`src/rtl/inv_mix_columns_iter.sv`:
```
// inv_mix_columns_iter: iterative AES InvMixColumns stage.
// Accepts one 128-bit state, produces the InvMixColumns result one column
// per cycle through a shared GF(2^8) multiply unit, then holds it for
// downstream.
// Build option: define INV_MIX_PARALLEL_EN to use four column units and
// finish the whole state in a single CALC cycle.
//
// Handshake: a transfer happens on a rising clk edge where valid and ready
// are both high; the sender holds valid and data stable until that edge,
// and ready never depends on valid in the same cycle.
module inv_mix_columns_iter #(
   parameter int DATA_W = 128
) (
   input  logic              clk,
   input  logic              reset,
   input  logic              valid_in,
   input  logic [DATA_W-1:0] data_in,
   output logic              ready_out,
   output logic              valid_out,
   output logic [DATA_W-1:0] data_out,
   input  logic              ready_in,
   output logic [1:0]        state_dbg
);

   typedef enum logic [1:0] {
      IDLE = 2'd0,
      CALC = 2'd1,
      DONE = 2'd2
   } state_t;

   state_t            st_q;
   state_t            st_d;
   logic [DATA_W-1:0] blk_q;

   // GF(2^8) doubling modulo x^8+x^4+x^3+x+1
   function automatic logic [7:0] xtime(input logic [7:0] b);
      return {b[6:0], 1'b0} ^ (b[7] ? 8'h1b : 8'h00);
   endfunction

   // Multiply by a 4-bit constant using chained xtime terms
   function automatic logic [7:0] gmul(input logic [7:0] b, input logic [3:0] k);
      logic [7:0] x2;
      logic [7:0] x4;
      logic [7:0] x8;
      x2 = xtime(b);
      x4 = xtime(x2);
      x8 = xtime(x4);
      return ({8{k[0]}} & b) ^ ({8{k[1]}} & x2) ^
             ({8{k[2]}} & x4) ^ ({8{k[3]}} & x8);
   endfunction

   // One InvMixColumns column; byte s0 (row 0) is the MSB
   function automatic logic [31:0] inv_col(input logic [31:0] c);
      logic [7:0] s0;
      logic [7:0] s1;
      logic [7:0] s2;
      logic [7:0] s3;
      s0 = c[31:24];
      s1 = c[23:16];
      s2 = c[15:8];
      s3 = c[7:0];
      return {gmul(s0, 4'he) ^ gmul(s1, 4'hb) ^ gmul(s2, 4'hd) ^ gmul(s3, 4'h9),
              gmul(s0, 4'h9) ^ gmul(s1, 4'he) ^ gmul(s2, 4'hb) ^ gmul(s3, 4'hd),
              gmul(s0, 4'hd) ^ gmul(s1, 4'h9) ^ gmul(s2, 4'he) ^ gmul(s3, 4'hb),
              gmul(s0, 4'hb) ^ gmul(s1, 4'hd) ^ gmul(s2, 4'h9) ^ gmul(s3, 4'he)};
   endfunction

   assign ready_out = (st_q == IDLE);
   assign valid_out = (st_q == DONE);
   assign state_dbg = st_q;

`ifndef INV_MIX_PARALLEL_EN
   logic [1:0]  col_q;
   logic [31:0] col_in;
   logic [31:0] col_out;

   // Select the input column addressed by the column counter
   always_comb begin
      col_in = '0;
      for (int c = 0; c < 4; c++) begin
         if (col_q == 2'(c)) col_in = blk_q[127-32*c -: 32];
      end
   end

   assign col_out = inv_col(col_in);
`endif

   // State register; reset aborts any block in flight
   always_ff @(posedge clk or negedge reset) begin
      if (!reset) st_q <= IDLE;
      else        st_q <= st_d;
   end

   // Next-state logic
   always_comb begin
      st_d = st_q;
      case (st_q)
         IDLE: if (valid_in) st_d = CALC;
`ifdef INV_MIX_PARALLEL_EN
         CALC: st_d = DONE;
`else
         CALC: if (col_q == 2'd3) st_d = DONE;
`endif
         DONE: if (ready_in) st_d = IDLE;
         default: st_d = IDLE;
      endcase
   end

   // Input capture and column results; data_out holds once written
   always_ff @(posedge clk or negedge reset) begin
      if (!reset) begin
         blk_q    <= '0;
         data_out <= '0;
`ifndef INV_MIX_PARALLEL_EN
         col_q    <= 2'd0;
`endif
      end else begin
         case (st_q)
            IDLE: begin
               if (valid_in) begin
                  blk_q <= data_in;
`ifndef INV_MIX_PARALLEL_EN
                  col_q <= 2'd0;
`endif
               end
            end
            CALC: begin
`ifdef INV_MIX_PARALLEL_EN
               data_out <= {inv_col(blk_q[127:96]), inv_col(blk_q[95:64]),
                            inv_col(blk_q[63:32]),  inv_col(blk_q[31:0])};
`else
               for (int c = 0; c < 4; c++) begin
                  if (col_q == 2'(c)) data_out[127-32*c -: 32] <= col_out;
               end
               col_q <= col_q + 2'd1;
`endif
            end
            default: ;
         endcase
      end
   end

endmodule

```
`config.mk`:
```
export PLATFORM = sky130hd
export DESIGN_NAME = inv_mix_columns_iter
export DESIGN_NICKNAME = d
export VERILOG_FILES = /design/src/rtl/inv_mix_columns_iter.sv
export SDC_FILE = /design/constraint.sdc
export NUM_CORES = 1
export LEC_CHECK = 0
export ABC_AREA = 1
export BUFFER_PORTS_ARGS = -buffer_cell sky130_fd_sc_hd__buf_2
export CORE_UTILIZATION = 60
export DETAILED_ROUTE_END_ITERATION = 10
export GPL_ROUTABILITY_DRIVEN = 0
export PLACE_DENSITY = 0.94
export SYNTH_ARGS = -nofsm -noshare
export SYNTH_HDL_FRONTEND = slang
export SYNTH_SLANG_ARGS = --single-unit
export TNS_END_PERCENT = 1
```
`constraint.sdc`:
```
create_clock -name clk -period 6.42 [get_ports clk]
set_clock_uncertainty 0.2 [all_clocks]
set_input_delay 1.284 -clock clk [delete_from_list [all_inputs] [get_ports clk]]
set_output_delay 1.284 -clock clk [all_outputs]
set_load 0.01 [all_outputs]
```
==> results.sh <==
export IMPL_fin_cells=2775
export IMPL_dr_pass1_iters=10
export IMPL_viasPerCell=5.92
export IMPL_synthCells=2203
export IMPL_critPathLaunchType="flop"
export IMPL_nNetsFinal=2565
export IMPL_arrival_ns=4.35
export IMPL_die_area_mm2=0.0265
export IMPL_final_setup_tns_ns=0
export IMPL_maxSlewViolCount=0
export IMPL_placed_cells=2731
export IMPL_wl_per_cell_um=18.3
export IMPL_syn_mean_instance_area_um2=7.05
export IMPL_io_pins=264
export IMPL_stdcell_area_mm2=0.0178
export IMPL_die_w_um=163
export IMPL_ctsResizeCount=0
export IMPL_max_freq_mhz=242
export IMPL_cts_tree="yes"
export IMPL_drive_gt1_share_pct=18.7
export IMPL_ant_nets=0
export IMPL_synth_nets=2339
export IMPL_async_flop_share_pct=100
export IMPL_synthTopCellsByArea="dfrtp_1 42%, nand2_1 30%, nand3_1 6.0%"
export IMPL_tightest_slew_ns=1.38
export IMPL_yosysUniqueCellTypes=44
export IMPL_cts_buffer_depth=3
export IMPL_slew_headroom_pct=7.39
export IMPL_final_hold_violation_count=0
export IMPL_period_needed_ns=4.13
export IMPL_drv_cap=0
export IMPL_synth_edf_count=0
export IMPL_critPathSlowestCell="ha_1"
export IMPL_critical_path_max_stage_delay_ns=0.65
export IMPL_clk_pin_slew_worst_paths_ns=0.06
export IMPL_fin_crit_sh_pct=64.4
export IMPL_grt_max_degree=146
export IMPL_required_ns=6.64
export IMPL_cts_buffers=26
export IMPL_root_buffer="clkbuf_16"
export IMPL_clock_sinks=260
export IMPL_netlist_area_leader_share_pct=41.9
export IMPL_crit_path_end_kind="flop"
export IMPL_yosys_top_cells_count="1,227 x nand2_1, 260 x dfrtp_1, 186 x nand3_1"
export IMPL_hold_buffers=0
export IMPL_synth_seq_area_share_pct=41.9
export IMPL_grt_pass1_vias=15400
export IMPL_post_cts_buffers=0
export IMPL_yosysTopAreaCell="dfrtp_1"
export IMPL_drtIter0Drc=2710
export IMPL_drc_errors=0
export IMPL_portBuffers=263
export IMPL_cts_htree_levels=1
export IMPL_rows=58
export IMPL_track_usage_pct=38.9
export IMPL_hp_class="reg2reg"
export IMPL_clk_latency_ns=0.55
export IMPL_status="completed"
export IMPL_initial_core_util_pct=61.5
export IMPL_dr_total_vias=16400
export IMPL_synth_warning_count=0
export IMPL_crit_type="reg2reg"
export IMPL_grt_ovfl_total=0
export IMPL_place_area_mm2=0.0169
export IMPL_grt_setup_unrepaired="false"
export IMPL_final_util_pct=70.6
export IMPL_antenna_found_initial=0
export IMPL_wl_um=50900
export IMPL_grt_pass1_wl_um=80500
export IMPL_cp_max_fo=19
export IMPL_ys_flop_type="dfrtp_1"
export IMPL_netlist_area_mm2=0.0155
export IMPL_die_h_um=163
export IMPL_synth_most_common_cell="nand2_1"
export IMPL_syn_to_final_growth_pct=14.8
export IMPL_hpwl_um=35400
export IMPL_antenna_cells=0
export IMPL_ys_ff_latch=260
export IMPL_finalSetupViolCount=0
export IMPL_core_area_mm2=0.0253
export IMPL_crit_path_frequent_cell="nand2_1"
export IMPL_cp_cell_sequence="inv_1, ha_1, inv_2, nor2_4, nand2_1, nand2_1, nand2_1, nand2_2, nand2_1, nand2_1, xor2_1, xor2_1, nand2_1, nand3_1, nand2_1"
critical path, delay by kind of cell (launching register included):
family                   cells  cell delay, ns
flip-flops                   1            0.42
buffers and inverters        2            0.24
adder cells (fa/ha/maj)      1            0.65
AND/OR/NAND/NOR             10            1.52
XOR/XNOR                     2            0.97
sequential cells by signal (all words and copies together), names as in the netlist:
name	cells
data_out	128
blk_q	128
state_dbg	2
col_q	2
layout make-up:
class	count	area (um^2)
Fill cell	1854	7430
Tap cell	330	413
Inverter	96	368
Timing Repair Buffer	273	1410
Clock buffer	41	828
Multi-Input combinational cell	1772	8250
Sequential cell	260	6510
Clock inverter	3	46.3
through the flow:
stage          hold WS, ns  setup WS [ns]
4_1_cts              0.277           2.56
3_3_place_gp         0.257           2.69
6_report             0.277           2.29
2_1_floorplan        0.249           3.78
5_1_grt              0.293           2.14
3_5_place_dp         0.260           2.62
path summary, 6_finish.rpt:
kind,from,to,cells past startpoint,slack (ns)
min in group asynchronous,reset,data_out[123],1,0.58
max in group asynchronous,reset,blk_q[0],2,4.18
worst max register to register,col_q[0],data_out[30],15,2.29
worst min-delay path,data_out[84],data_out[84],2,0.28
worst min register to register,data_out[84],data_out[84],2,0.28
worst max-delay path,col_q[0],data_out[30],15,2.29
cell families after synthesis:
logic type,count (synthesis),synth area share (%)
and+or+nand+nor,1561,41.3
buffers and inverters,171,5.12
xor gates and xnor gates,105,6.31
adders and majority gates,4,0.322
DFF,260,41.9
AOI/OAI and AO/OA,102,5.03
placed cells by master, fill, tap and decap left out, drive strengths merged, types with 2 or more instances in the layout:
master and n:
xor2 82, a22oi 2, a21oi 52, clkbuf 41
o21ai 34, o211ai 5, xnor2 23, or2 9
nand3b 7, clkinv 5, nor2 55, dfrtp 260
nand2 1295, ha 4, inv 92, buf 273
nand3 193, a21boi 6
layer usage:
metal	routed length, um	up-vias	track usage [%]
met1	18500	7534	49.8
met2	21800	1308	58.8
met3	6940	331	11.2
li1	-	7263	-
met5	0	-	0
met4	3660	0	22.7
Power is not shown: default switching activity piles up to over one toggle a cycle in this logic, so the estimate is an artifact.
